===== src/rtl/gte_seq_pkg.sv =====
// ----------------------------------------------------------------------------
// gte_seq_pkg
// Shared definitions for the GTE microcode sequencer: address/opcode widths,
// the sequencer state enum and the pc increment helper.
// ----------------------------------------------------------------------------
package gte_seq_pkg;

    localparam int unsigned UC_ADDR_W = 9;
    localparam int unsigned OPCODE_W  = 6;

    typedef logic [UC_ADDR_W-1:0] uc_addr_t;

    typedef enum logic [2:0] {
        ST_IDLE   = 3'd0,
        ST_LOOKUP = 3'd1,
        ST_RUN    = 3'd2,
        ST_DRAIN  = 3'd3,
        ST_DONE   = 3'd4
    } seq_state_e;

    // Microcode addresses wrap 511 -> 0 by plain 9-bit overflow.
    function automatic uc_addr_t uc_addr_next(input uc_addr_t a);
        return a + uc_addr_t'(1);
    endfunction

endpackage


===== src/rtl/gte_uc_pc.sv =====
// ----------------------------------------------------------------------------
// gte_uc_pc
// Microcode program counter. A load captures the address following the
// start address (the start word itself is fetched directly from the decoder),
// an increment advances by one; both wrap within the 9-bit address space.
//
// Ports:
//   i_clk       clock, rising edge
//   i_nRst      synchronous active-low reset (pc -> 0)
//   i_load      load pc with i_loadAddr + 1
//   i_loadAddr  start address from the decoder
//   i_inc       advance pc by one (ignored when i_load is set)
//   o_pc        current pc
// ----------------------------------------------------------------------------
module gte_uc_pc
    import gte_seq_pkg::*;
(
    input  logic                 i_clk,
    input  logic                 i_nRst,
    input  logic                 i_load,
    input  logic [UC_ADDR_W-1:0] i_loadAddr,
    input  logic                 i_inc,
    output logic [UC_ADDR_W-1:0] o_pc
);

    logic [UC_ADDR_W-1:0] pc_q;
    logic [UC_ADDR_W-1:0] pc_d;

    always_comb begin
        pc_d = pc_q;
        if (i_load) begin
            pc_d = uc_addr_next(i_loadAddr);
        end else if (i_inc) begin
            pc_d = uc_addr_next(pc_q);
        end
    end

    always_ff @(posedge i_clk) begin
        if (!i_nRst) begin
            pc_q <= '0;
        end else begin
            pc_q <= pc_d;
        end
    end

    assign o_pc = pc_q;

endmodule


===== src/rtl/gte_microcode_sequencer.sv =====
// ----------------------------------------------------------------------------
// gte_microcode_sequencer
// Sequences one GTE command through the microcode ROM:
// IDLE -> LOOKUP -> RUN -> DRAIN -> DONE -> IDLE.
// The accepted command fields are latched onto o_dec*, the external decoder
// returns the start address, and the ROM is walked until a word flagged
// last executes, followed by DRAIN_CYCLES pipeline flush cycles.
//
// Parameters:
//   DRAIN_CYCLES     flush cycles after the last step (0..7)
// Optional build macro:
//   GTE_SEQ_NOP_SKIP_EN  NOP commands skip straight from IDLE to DONE
//
// Ports:
//   i_clk, i_nRst            clock, synchronous active-low reset
//   i_cmdValid               command issue strobe
//   i_cmdOpcode/IsNop/BuggyMVMVA  command fields
//   o_cmdReady               command accepted this cycle if i_cmdValid
//   o_decOpcode/IsNop/BuggyMVMVA  latched command fields to the decoder
//   i_decStartAddr           decoder start address (combinational)
//   o_romAddr, o_romRead     ROM fetch; word valid the following cycle
//   i_romLast                last-step flag of the current ROM word
//   i_stall                  datapath stall
//   o_stepValid              current ROM word executes this cycle
//   o_busy, o_done           command in progress / completion pulse
// ----------------------------------------------------------------------------
module gte_microcode_sequencer
    import gte_seq_pkg::*;
#(
    parameter int unsigned DRAIN_CYCLES = 2
)
(
    input  logic                 i_clk,
    input  logic                 i_nRst,
    input  logic                 i_cmdValid,
    input  logic [OPCODE_W-1:0]  i_cmdOpcode,
    input  logic                 i_cmdIsNop,
    input  logic                 i_cmdBuggyMVMVA,
    output logic                 o_cmdReady,
    output logic [OPCODE_W-1:0]  o_decOpcode,
    output logic                 o_decIsNop,
    output logic                 o_decBuggyMVMVA,
    input  logic [UC_ADDR_W-1:0] i_decStartAddr,
    output logic [UC_ADDR_W-1:0] o_romAddr,
    output logic                 o_romRead,
    input  logic                 i_romLast,
    input  logic                 i_stall,
    output logic                 o_stepValid,
    output logic                 o_busy,
    output logic                 o_done
);

    localparam logic [2:0] DRAIN_LAST =
        (DRAIN_CYCLES == 0) ? 3'd0 : 3'(DRAIN_CYCLES - 1);

    seq_state_e           state_q, state_d;
    logic [2:0]           drain_q, drain_d;
    logic                 ready_q;
    logic [OPCODE_W-1:0]  decOpcode_q;
    logic                 decIsNop_q;
    logic                 decBuggy_q;
    logic [UC_ADDR_W-1:0] romAddr_q;

    logic                 accept;
    logic                 step_valid;
    logic                 rom_read;
    logic [UC_ADDR_W-1:0] rom_addr;
    logic                 pc_load;
    logic                 pc_inc;
    logic [UC_ADDR_W-1:0] pc;

    gte_uc_pc u_pc (
        .i_clk      (i_clk),
        .i_nRst     (i_nRst),
        .i_load     (pc_load),
        .i_loadAddr (i_decStartAddr),
        .i_inc      (pc_inc),
        .o_pc       (pc)
    );

    assign accept = i_cmdValid & ready_q;

    // ROM fetch and step strobes are decoded from the current state within
    // the cycle: the start address only exists once o_dec* is latched, and a
    // stall must suppress the step in the same cycle it is raised.
    always_comb begin
        state_d    = state_q;
        drain_d    = drain_q;
        step_valid = 1'b0;
        rom_read   = 1'b0;
        rom_addr   = romAddr_q;
        pc_load    = 1'b0;
        pc_inc     = 1'b0;
        case (state_q)
            ST_IDLE: begin
                if (accept) begin
`ifdef GTE_SEQ_NOP_SKIP_EN
                    state_d = i_cmdIsNop ? ST_DONE : ST_LOOKUP;
`else
                    state_d = ST_LOOKUP;
`endif
                end
            end
            ST_LOOKUP: begin
                rom_read = 1'b1;
                rom_addr = i_decStartAddr;
                pc_load  = 1'b1;
                state_d  = ST_RUN;
            end
            ST_RUN: begin
                if (!i_stall) begin
                    step_valid = 1'b1;
                    if (!i_romLast) begin
                        rom_read = 1'b1;
                        rom_addr = pc;
                        pc_inc   = 1'b1;
                    end else begin
                        drain_d = '0;
                        state_d = (DRAIN_CYCLES == 0) ? ST_DONE : ST_DRAIN;
                    end
                end
            end
            ST_DRAIN: begin
                if (!i_stall) begin
                    if (drain_q == DRAIN_LAST) begin
                        state_d = ST_DONE;
                    end else begin
                        drain_d = drain_q + 3'd1;
                    end
                end
            end
            ST_DONE: begin
                state_d = ST_IDLE;
            end
            default: begin
                state_d = ST_IDLE;
            end
        endcase
    end

    always_ff @(posedge i_clk) begin
        if (!i_nRst) begin
            state_q     <= ST_IDLE;
            drain_q     <= '0;
            ready_q     <= 1'b0;
            decOpcode_q <= '0;
            decIsNop_q  <= 1'b0;
            decBuggy_q  <= 1'b0;
            romAddr_q   <= '0;
        end else begin
            state_q   <= state_d;
            drain_q   <= drain_d;
            // Ready tracks the next state so it is registered, and stays low
            // for the first cycle after reset release.
            ready_q   <= (state_d == ST_IDLE);
            romAddr_q <= rom_addr;
            if (accept) begin
                decOpcode_q <= i_cmdOpcode;
                decIsNop_q  <= i_cmdIsNop;
                decBuggy_q  <= i_cmdBuggyMVMVA;
            end
        end
    end

    assign o_cmdReady      = ready_q;
    assign o_decOpcode     = decOpcode_q;
    assign o_decIsNop      = decIsNop_q;
    assign o_decBuggyMVMVA = decBuggy_q;
    assign o_romAddr       = rom_addr;
    assign o_romRead       = rom_read;
    assign o_stepValid     = step_valid;
    assign o_busy          = (state_q != ST_IDLE);
    assign o_done          = (state_q == ST_DONE);

endmodule


===== config.mk =====
export PLATFORM = sky130hd
export DESIGN_NAME = gte_microcode_sequencer
export DESIGN_NICKNAME = d
export VERILOG_FILES = /design/src/rtl/gte_seq_pkg.sv /design/src/rtl/gte_uc_pc.sv /design/src/rtl/gte_microcode_sequencer.sv
export SDC_FILE = /design/constraint.sdc
export NUM_CORES = 1
export LEC_CHECK = 0
export ABC_AREA = 1
export BUFFER_PORTS_ARGS = -buffer_cell sky130_fd_sc_hd__buf_2
export CAP_MARGIN = 0
export CORE_MARGIN = 2
export CORE_UTILIZATION = 49
export DETAILED_ROUTE_END_ITERATION = 12
export PLACE_DENSITY = 0.76
export SLEW_MARGIN = 20
export SYNTH_ARGS = -nofsm -noshare
export SYNTH_HDL_FRONTEND = slang
export SYNTH_HIERARCHICAL = 1
export SYNTH_SLANG_ARGS = --single-unit

===== constraint.sdc =====
create_clock -name i_clk -period 1.7 [get_ports i_clk]
set_input_delay 0.255 -clock i_clk [delete_from_list [all_inputs] [get_ports i_clk]]
set_output_delay 0.255 -clock i_clk [all_outputs]
set_load 0.05 [all_outputs]

======== After elaboration in Yosys (flattened, before gate mapping) ========
Cells that the tools add are included.
storage, ports and cells
  flip-flop bits (word level) ............. 33
  bits in latches ......................... 0
  bits in writable memories ............... 0
  memory bits (read-only) ................. 0
  input port bits ......................... 22
  output and inout port bits .............. 22
  logic and storage cells ................. 50
  memories kept ........................... 0
cells by class
  add/sub/neg operators ................... 3
  $mul .................................... 0
  divide/modulo/power cells ............... 0
  $lt $le $gt $ge ......................... 0
  eq/ne operators ......................... 9
  shifts and indexed selects .............. 0
  mux-type cells .......................... 23
  bitwise logic cells ..................... 1
  reduce and logical (&&, ||, !) cells .... 6
operators by type and width
  cell                   number
  $mux W9                4
  $mux W3                9
  $add A9 B1 Y9 const B  2
  $pmux W9 S2            1
  $pmux W3 S4            1
  $ne A2 B2 Y1 const B   4
  $eq A3 B1 Y1 const B   2
  $eq A3 B2 Y1 const B   2
  $logic_not A3 Y1       2
  $mux W1                6
  $pmux W3 S2            1
  $reduce_and A5 Y1      1
  $reduce_bool A2 Y1     2
  $add A3 B1 Y3 const B  1
  $eq A3 B3 Y1 const B   1
  $reduce_bool A3 Y1     1
  $pmux W1 S2            1
  $and A1 B1 Y1          1

======== Longest topological paths before layout ========
Gate-level depths: netlist (run 1).
  depth in word-level cells ............... 5
  depth in mapped cells ................... 14

======== Hierarchy ========
The synthesis (run 1) kept the hierarchy.
modules (own cells, without submodules)
  module                   times used  cells each  area each (µm²)
  gte_microcode_sequencer  1           213         1393.8
  gte_uc_pc                1           115         674.4

======== Worst setup path after synthesis (run 1) ========
Ideal clock, no wire load.
  kind .................................... register to output
  start ................................... register state_q[2]
  end ..................................... output o_done
  arrival time ............................ 1.546 ns
  path slack .............................. -0.101 ns
  cell stages (with the launch flop) ...... 3
  cell sequence ........................... dfxtp_1 -> inv_2 -> nor3_1
on the way
  cells in the longest elaborated chain, start to end .. 1
RTL lines
  item                      line                            RTL
  start: declaration        gte_microcode_sequencer.sv:56   seq_state_e state_q, state_d;
  start signal: assignment  gte_microcode_sequencer.sv:151  state_q <= state_d;
  $eq A3 B3 Y1              gte_microcode_sequencer.sv:173  assign o_done = (state_q == ST_DONE);
  end: declaration          gte_microcode_sequencer.sv:50   output logic o_done
Every way passes these cells.

======== Worst setup path after layout (run 1) ========
  start ................................... register state_q[1]
  end ..................................... output o_romAddr[0]
on the way
  cells in the longest elaborated chain, start to end .. 2
RTL lines
  item                                                 line                           RTL
  $eq A3 B2 Y1 / $eq A3 B1 Y1 (equally long branches)  gte_microcode_sequencer.sv:94  case (state_q)
  $pmux W9 S2 (*)                                      gte_microcode_sequencer.sv:94
  end: declaration                                     gte_microcode_sequencer.sv:44  output logic [UC_ADDR_W-1:0] o_romAddr,
Mark *: on every way between the ends. The rest lies on a longest branch, timed or not.

==> results_dict.tcl, run 1 <==
set metrics [dict create \
    gr-total-overflow 0 \
    cp_startpoint_kind "flop" \
    ir_worst_vdd_v 0.0005217 \
    drive_above_1_share_pct 37.03 \
    clockBufferDepth 2 \
    vias_per_cell 4.980 \
    synth_xor_area_share_pct 0.4235 \
    antenna_found_initial 0 \
    grt_max_degree 16 \
    dp_hpwl_mm 3.688 \
    final.setup.worst_slack_ps 10.60 \
    routed_wire_length_per_instance_um 12.70 \
    gr-usage-met2_pct 41.59 \
    areaGrowthSynthToFinish_pct 37.45 \
    final_instance_count_excl_fillers 447 \
    detailedPlace.worstSlack_ps 40.06 \
    synth_fa_ha_area_share_pct 1.815 \
    ys_seq_area_share_pct 31.94 \
    numCtsBuffers 5 \
    reg2reg_setup_slack_ps 20 \
    core_area_um2 4029 \
    max_slew.worst_pin.slew_ps 330.1 \
    path_clk_slew_ps 70 \
    maxClockFrequency_mhz 591.9 \
    critPathRequiredTime_ps 1440 \
    clock_latency_late_sink_ps 290 \
    totalPowerFinal_uw 2484 \
    ctsHoldBuffers 0 \
    dp.cells 426 \
    floorplan.die_area_um2 4757 \
    busiest_layer "met2" \
    cts_num_sinks 33 \
    power.leakage_uw 0.001471 \
    post_route_ant_nets 0 \
    period_needed_ps 1689 \
    groute.usage.overall_pct 23.23 \
    layout_worst_path_cycle_share_pct 99.38 \
    layout_common_cells "nand2_1, inv_1, nor2_1" \
    synthesized_netlist_net_count 353 \
    nNetsFinal 421 \
    synth_mux_area_share_pct 0 \
    worst-setup-path-type "flop to primary output" \
    detailed_place.area_um2 2396 \
    wire_length_of_the_first_global_routing_pass_mm 8.142 \
    timing_max_transition_violations_final 0 \
    timing.clock.skew_ps 2.871 \
    simple_gate_fraction_of_synth_area_pct 45.92 \
    compound_gate_fraction_of_synth_area_pct 5.929 \
    syn_area_um2 2068 \
    power.density_cell_area_nw_per_um2 873.6 \
    antenna-diode-count 0 \
    post-route-util_pct 70.56 \
    route.final.wire_length_mm 5.676 \
    detailedRoute.firstIterationViolations 102 \
    mostFrequentLayoutCell "nand2_1" \
    combinational_family_with_the_most_area_after_synthesis "simple AND/OR/NAND/NOR gates" \
    synthesis.yosys.warnings 6 \
    ios 44 \
    slew_headroom_pct 77.76 \
    number_of_global_route_vias_before_repair 1874 \
    hold_viol 0 \
    cts_root_buf "clkbuf_8" \
    finalInstanceArea_um2 2843 \
    largest_fanout_on_the_critical_path 3 \
    die_y_um 68.97 \
    setup.worst_path.end_class "primary output" \
    yosys_register_bits 33 \
    grt_use_met1_pct 26.26 \
    synth.distinct_cells 27 \
    gp_congestion 0.8214 \
    placementRows 23 \
    rsz0062_at_grt "true" \
    crit_arrival_ps 1430 \
    post-route-drc-count 0 \
    num_vias 2226 \
    count_of_tritonroute_iterations_in_the_first_routing_pass 4 \
    clock_tree.htree_level_count 2 \
    grt.met3_usage_pct 6.006 \
    timing.max_cap.violations 0 \
    synth_cells 328 \
    initial_standard_cell_utilization_of_the_core_pct 51.34 \
    hold_class "input pin to flop" \
    tritoncts "built" \
    die_width_um 68.97 \
    place.port_buffers 43 \
    status "finished, final reports clean" \
    synth_area_per_cell_um2 6.306 \
    setup_violations 0 \
]
[power breakdown]
group	switching, uW	leakage [uW]	internal (uW)
Clock	302	0.0000450	284
Sequential	54.6	0.000271	847
Combinational	647	0.00115	349
Total	1000	0.00147	1480
[routing by layer]
metal / part of all wire, % / vias to the layer above
met2: 51 / 64
met5: 0 / -
met1: 40 / 1006
met4: 4.2 / 0
li1: - / 1133
met3: 4.6 / 23
[stage by stage]
stage | hold WS, ps | TNS (ps)
after floorplan | 396.8 | 0
after global placement | 458.6 | 0
after detailed placement | 473.3 | 0
after CTS | 205.4 | -73.68
after global routing | 222.0 | -309.4
final | 214.1 | 0
[layout make-up]
class / instances / area, um2
Tap cell: 50 / 62.56
Timing Repair Buffer: 68 / 513.0
Sequential cell: 33 / 666.9
Multi-Input combinational cell: 228 / 1275
Clock buffer: 6 / 72.57
Inverter: 60 / 242.7
Clock inverter: 2 / 10.01
Fill cell: 344 / 1186
[path summary, 6_finish.rpt]
check,from,to,cells past startpoint
max reg2reg,state_q[1],u_pc/o_pc[8],15
min,i_cmdOpcode[1],o_decOpcode[1],3
min reg2reg,o_decOpcode[1],o_decOpcode[1],2
max,state_q[1],o_romAddr[0],9
[cells in the mapped netlist, drive strengths merged]
library cell	instances	area share (%)
a21oi	7	1.9
buf	5	2.2
clkbuf	2	0.85
clkinv	1	0.18
dfxtp	33	32
ha	3	1.8
inv	59	11
nand2	99	20
nand3	43	14
nand4	2	0.60
nor2	55	11
nor3	1	0.24
o21ai	16	4.1
or2	1	0.30
xor2	1	0.42
[registers in the layout, indices dropped and copies added (netlist names)]
register         count
o_decOpcode          6
o_decIsNop           1
drain_q              3
o_cmdReady           1
u_pc/o_pc            9
romAddr_q            9
state_q              3
o_decBuggyMVMVA      1
[critical path, stage by stage (launching register included)]
cell	delay, ps
dfxtp_2	370
buf_6	110
nand2_4	50
nor2_4	110
buf_6	120
nand3_2	60
nand2_2	70
nor2_2	40
inv_1	60
buf_6	150
[cell families after synthesis]
family	count (synthesis)
buffers and inverters	67
and+or+nand+nor	201
DFF	33
adders and majority gates	3
xor gates and xnor gates	1
AOI/OAI and AO/OA	23
[repair_timing]
action | in CTS | in global routing
setup endpoints to repair | 9 | 17
hold endpoints to repair | 0 | 0
resized for setup | 26 | 50
pin swaps | 1 | 20
setup buffers | 2 | 11
Power figures use the tool's default switching activity.
==> inputs of run 2 (changes only) <==
--- a/config.mk
+++ b/config.mk
@@ -9,9 +9,10 @@
 export BUFFER_PORTS_ARGS = -buffer_cell sky130_fd_sc_hd__buf_2
 export CAP_MARGIN = 0
 export CORE_MARGIN = 2
-export CORE_UTILIZATION = 49
+export CORE_UTILIZATION = 54
 export DETAILED_ROUTE_END_ITERATION = 12
-export PLACE_DENSITY = 0.76
+export PLACE_DENSITY = 0.79
+export REMOVE_ABC_BUFFERS = 1
 export SLEW_MARGIN = 20
 export SYNTH_ARGS = -nofsm -noshare
 export SYNTH_HDL_FRONTEND = slang
==> constraint.sdc (replaced) <==
create_clock -name i_clk -period 1.56 [get_ports i_clk]
set_input_delay 0.234 -clock i_clk [delete_from_list [all_inputs] [get_ports i_clk]]
set_output_delay 0.234 -clock i_clk [all_outputs]
set_load 0.05 [all_outputs]
==> run 2 against run 1 <==
  * The run now ends with negative setup slack left
  * Non-clock buffer count is 19 higher
  * Global-route usage is 2.7 points higher
  * Combinational power is 18% higher
  * Worst setup slack worse by 210 ps
  * Die area is 8.7% lower
  * Sequential cell count stayed put
  * Highest routed layer unchanged
  * First-iteration DRC count is 140% higher
  * Design area is 4.0% higher
  * Clock-buffer cell count is 1 lower
==> results_dict.tcl, run 2 (synthesis results as in run 1) <==
set metrics [dict create \
    place.port_buffers 43 \
    fillers 224 \
    cp_slowest_stage_delay_ps 330 \
    layout_common_cells "nand2_1, inv_1, nor2_1" \
    status "complete, but fails checks" \
    numCtsBuffers 5 \
    period_needed_ps 1763 \
    num_vias 2394 \
    ctsHoldBuffers 0 \
    hold_class "input pin to flop" \
    cp_startpoint_kind "flop" \
    slew_headroom_pct 77.65 \
    gr-total-overflow 0 \
    power.leakage_uw 0.001525 \
    dp_hpwl_mm 3.599 \
    clockBufferDepth 2 \
    groute.usage.overall_pct 25.92 \
    drive_above_1_share_pct 37.89 \
    wire_length_of_the_first_global_routing_pass_mm 8.707 \
    worst-setup-path-type "flop to primary output" \
    path_clk_slew_ps 70 \
    initial_standard_cell_utilization_of_the_core_pct 56.49 \
    path_cells "inv_2 > nand3_2 > clkinv_4 > buf_8 > nand2_1 > nand3_4 > buf_8" \
    final.setup.tns_ps -2285 \
    hold_viol 0 \
    power.density_cell_area_nw_per_um2 944.9 \
    rsz0062_at_grt "true" \
    cp_common_cell "buf_8" \
    maxClockFrequency_mhz 567.1 \
    antenna-diode-count 0 \
    tritoncts "built" \
    timing.max_cap.violations 0 \
    die_y_um 65.89 \
    routed_wire_length_per_instance_um 13.30 \
    max_slew.worst_pin.slew_ps 331.7 \
    cp_max_delay_cell "dfxtp_2" \
    clock_tree.htree_level_count 2 \
    vias_per_cell 5.148 \
    crit_arrival_ps 1530 \
    count_of_tritonroute_iterations_in_the_first_routing_pass 5 \
    ir_worst_vdd_v 0.0007679 \
    detailedPlace.worstSlack_ps 3.812 \
    floorplan.die_area_um2 4341 \
    route.final.wire_length_mm 6.183 \
    mostFrequentLayoutCell "nand2_1" \
    timing.clock.skew_ps 7.706 \
    die_width_um 65.89 \
    largest_fanout_on_the_critical_path 13 \
    post-route-drc-count 0 \
    worst_hold_check_slack_ps 188.0 \
    cts_num_sinks 33 \
    post_route_ant_nets 0 \
    final.setup.worst_slack_ps -203.5 \
    critPathRequiredTime_ps 1330 \
    setup.worst_path.end_class "primary output" \
    ios 44 \
    dp.cells 429 \
    gp_congestion 0.9385 \
    clock_latency_late_sink_ps 290 \
    cts_root_buf "clkbuf_8" \
    layout_worst_path_cycle_share_pct 113.0 \
    antenna_found_initial 0 \
    detailedRoute.firstIterationViolations 243 \
    areaGrowthSynthToFinish_pct 43.01 \
    placementRows 22 \
    number_of_global_route_vias_before_repair 2122 \
    violations_in_the_final_reports "negative setup slack" \
    grt_max_degree 18 \
    final_instance_count_excl_fillers 465 \
    setup_violations 18 \
    core_area_um2 3661 \
    post-route-util_pct 80.79 \
    timing_max_transition_violations_final 0 \
    nNetsFinal 441 \
]
[run 2: worst max-delay path: cells and delay by family (launching register included)]
kind | cells | cell delay (ps)
buffers and inverters | 4 | 520
flip-flops | 1 | 330
AND/OR/NAND/NOR | 3 | 390
[run 2: layout make-up]
cell class	instances	area, um2	area share, %
Inverter	60	240.2	8.122
Clock buffer	5	68.82	2.327
Clock inverter	3	17.52	0.5922
Timing Repair Buffer	87	676.9	22.88
Tap cell	48	60.06	2.030
Sequential cell	33	664.4	22.46
Multi-Input combinational cell	229	1230	41.58
[run 2: through the flow]
step | instance area [um2] | power (uW)
finish | 2958 | 2795
global route | 2958 | 2934
CTS | 2713 | 2623
detailed placement | 2407 | 1863
global placement | 2407 | 1852
floorplan | 2004 | 1620
[run 2: metal layers]
layer | global-route usage (%) | wire length, um | up-vias
met5 | 0 | 0 | -
met4 | 10.16 | 215 | 0
met3 | 6.303 | 440 | 30
met2 | 45.83 | 3031 | 115
met1 | 29.78 | 2496 | 1077
li1 | - | - | 1172
[run 2: final timing paths]
path	cells after the start	slack (ps)	to	from
min	3	190	o_decOpcode[2]	i_cmdOpcode[2]
max reg2reg	14	-150	u_pc/o_pc[8]	state_q[2]
min reg2reg	2	480	o_decOpcode[2]	o_decOpcode[2]
max	7	-200	o_romAddr[3]	state_q[2]
[run 2: report_power, final]
part	leakage, uW	internal [uW]	total, uW	switching, uW
Clock	0.0000439	308	644	336
Sequential	0.000270	923	976	52.7
Combinational	0.00121	444	1180	732
[run 2: repair_timing]
action                                  4_1_cts  5_1_grt
pin swaps                                     6       11
gates cloned                                  0        1
buffers inserted                             10       18
endpoints found under the setup margin       13       21
gates resized for setup                      43       33
==> inputs of run 3 (changes only) <==
--- a/config.mk
+++ b/config.mk
@@ -5,15 +5,15 @@
 export SDC_FILE = /design/constraint.sdc
 export NUM_CORES = 1
 export LEC_CHECK = 0
-export ABC_AREA = 1
 export BUFFER_PORTS_ARGS = -buffer_cell sky130_fd_sc_hd__buf_2
 export CAP_MARGIN = 0
+export CELL_PAD_IN_SITES_DETAIL_PLACEMENT = 0
+export CELL_PAD_IN_SITES_GLOBAL_PLACEMENT = 2
 export CORE_MARGIN = 2
-export CORE_UTILIZATION = 54
+export CORE_UTILIZATION = 31
 export DETAILED_ROUTE_END_ITERATION = 12
-export PLACE_DENSITY = 0.79
+export PLACE_DENSITY_LB_ADDON = 0.1
 export REMOVE_ABC_BUFFERS = 1
-export SLEW_MARGIN = 20
 export SYNTH_ARGS = -nofsm -noshare
 export SYNTH_HDL_FRONTEND = slang
 export SYNTH_HIERARCHICAL = 1
==> run 3 against run 2 <==
  * The flow still finishes with violations (negative setup slack)
  * Via count decreased by 22%
  * Worst setup slack worse by 410 ps
  * Highest routed layer unchanged
  * Routed wire length fell by 15%
  * Critical endpoint is now o_romAddr[1]
  * Core utilization is 28 points lower
  * Clock skew fell by 4.5 ps
==> results_dict.tcl, run 3 <==
set metrics [dict create \
    clock_latency_late_sink_ps 280 \
    max_slew.worst_pin.slew_ps 505.3 \
    timing.clock.skew_ps 3.169 \
    number_of_enable_flip_flop_cells_after_synthesis 0 \
    count_of_tritonroute_iterations_in_the_first_routing_pass 4 \
    ys_top_cells_by_area "dfxtp_1, nand2_1, a21oi_1, a32oi_1, o211ai_1" \
    whs_endpoint "o_decOpcode[2]" \
    synth_cells 210 \
    synthesis.yosys.warnings 6 \
    synth_top_cell_by_area "dfxtp_1" \
    hold_crit_depth 3 \
    rr_worst_depth 9 \
    power.density_cell_area_nw_per_um2 814.3 \
    yosys_register_bits 33 \
    power.leakage_uw 0.001298 \
    period_needed_ps 2175 \
    layout_worst_path_cycle_share_pct 139.4 \
    layout_common_cells "nand2_1, buf_4, dfxtp_1, buf_2, buf_6" \
    timing.max_cap.violations 0 \
    synth_largest_type_area_fraction_pct 36.87 \
    die_y_um 80.03 \
    postSynth.topFlopCell "dfxtp_1" \
    yosysMostFrequentCell "nand2_1" \
    ys_seq_area_share_pct 36.87 \
    die_width_um 80.03 \
    numCtsBuffers 5 \
    timing_max_transition_violations_final 0 \
    initial_standard_cell_utilization_of_the_core_pct 32.34 \
    post-route-util_pct 52.42 \
    violations_in_the_final_reports "negative setup slack" \
    vias_per_cell 4.955 \
    number_of_global_route_vias_before_repair 1821 \
    cts_root_buf "clkbuf_8" \
    netlist_top_cells_count "nand2_1, dfxtp_1, a21oi_1, o211ai_1, a32oi_1" \
    hold_viol 0 \
    slew_headroom_pct 66.19 \
    status "complete, but fails checks" \
    synth.distinct_cells 51 \
    wire_length_of_the_first_global_routing_pass_mm 8.597 \
    final.setup.worst_slack_ps -614.9 \
    place.port_buffers 43 \
    cts_num_sinks 33 \
    ir_worst_vdd_v 0.0003637 \
    clockBufferDepth 2 \
    clock_tree.htree_level_count 2 \
    post-route-drc-count 0 \
    nNetsFinal 327 \
    placementRows 27 \
    critPathRequiredTime_ps 1330 \
    tritoncts "built" \
    post_route_ant_nets 0 \
    dp_hpwl_mm 3.796 \
    maxClockFrequency_mhz 459.8 \
    detailedPlace.worstSlack_ps -709.4 \
    ios 44 \
    ctsHoldBuffers 0 \
    antenna_found_initial 0 \
    final.setup.tns_ps -11340 \
    areaGrowthSynthToFinish_pct 62.08 \
    route.final.wire_length_mm 5.247 \
    gp_congestion 0.7711 \
    r2r_end "u_pc/o_pc[5]" \
    worst-setup-path-type "flop to primary output" \
    routed_wire_length_per_instance_um 13.99 \
    syn_area_um2 1792 \
    hold_start "i_cmdOpcode[2]" \
    fillers 551 \
    num_vias 1858 \
    hold_class "input pin to flop" \
    storage_cell_area_um2 664.4 \
    largest_fanout_on_the_critical_path 7 \
    grt_max_degree 16 \
    antenna-diode-count 0 \
    cp_startpoint_kind "flop" \
    groute.usage.overall_pct 17.01 \
    path_clk_slew_ps 70 \
    reg2reg_setup_slack_ps -490 \
    crit_arrival_ps 1940 \
    timing.rr.start "state_q[1]" \
    rsz0062_at_grt "true" \
    detailedRoute.firstIterationViolations 42 \
    setup.worst_path.end_class "primary output" \
    synth_area_per_cell_um2 8.532 \
    mostFrequentLayoutCell "nand2_1" \
    gr-total-overflow 0 \
    floorplan.die_area_um2 6404 \
    synth-async-reset-ratio_pct 0 \
    area_of_the_multi_input_gates_um2 1232 \
    core_area_um2 5540 \
    setup_violations 34 \
    drive_above_1_share_pct 50.50 \
]
run 3: cell types whose count changed in the layout (fill, tap and decap cells not counted), sizes merged, moves of 10 or more:
cell,before,now
nand2,100,43
nor2,55,5
o211ai,0,10
a21oi,7,24
o21ai,16,6
nand3,43,3
inv,57,7
run 3: how the worst max path moves through the flow:
stage / start / end / slack, ps / cells after the start
after CTS: state_q[2] / o_romAddr[4] / -630 / 6
after detailed placement: state_q[0] / u_pc/o_pc[8] / -710 / 9
final: state_q[1] / o_romAddr[1] / -610 / 6
after floorplan: state_q[0] / u_pc/o_pc[8] / -1140 / 9
after global routing: state_q[1] / o_romAddr[4] / -720 / 6
after global placement: state_q[1] / u_pc/o_pc[8] / -670 / 9
run 3: timing repair:
item / in CTS / in global routing
pin swaps: 30 / 26
buffers inserted: 8 / 9
endpoints found under the hold margin: 0 / 0
endpoints found under the setup margin: 33 / 35
gates resized for setup: 52 / 43
run 3: kinds of logic after synthesis:
family / synth area share (%)
adder cells (fa/ha/maj): 2.095
flip-flops: 36.87
AO/OA/AOI/OAI: 25.49
AND/OR/NAND/NOR: 22.98
buffers and inverters: 5.027
multiplexers: 2.653
XOR/XNOR: 4.888
run 3: area by class of cell:
class | instances | area share (%)
multi-input combinational | 158 | 42.44
timing repair buffer | 96 | 26.97
tap | 72 | 3.102
inverter | 8 | 1.120
sequential | 33 | 22.88
clock inverter | 1 | 0.1723
clock buffer | 7 | 3.318
run 3: per-stage QoR:
stage | total power (uW) | cell area [um2] | std cells | hold WS [ps]
2_1_floorplan | 1286 | 1732 | 199 | 355.7
3_3_place_gp | 1520 | 2332 | 350 | 440.5
3_5_place_dp | 1518 | 2332 | 350 | 446.2
4_1_cts | 2338 | 2658 | 366 | 177.6
5_1_grt | 2499 | 2904 | 375 | 185.8
6_report | 2365 | 2904 | 375 | 181.1
run 3: critical path: stages (launching register included):
cell	delay, ps
dfxtp_1	340
buf_4	150
or4b_4	510
buf_4	180
o211ai_1	220
nand2_1	100
buf_6	160
run 3: where the power goes:
part	switching [uW]	leakage [uW]	internal, uW
clock	317	0.0000542	399
sequential	26.1	0.000270	889
combinational	425	0.000974	308
total	768	0.00130	1600
run 3: routing by layer:
metal / routed length (um) / vias to the layer above / track usage, %
li1: - / 951 / -
met1: 2340 / 871 / 21.18
met2: 2669 / 31 / 29.50
met3: 182 / 5 / 3.620
met4: 54 / 0 / 4.576
met5: 0 / - / 0
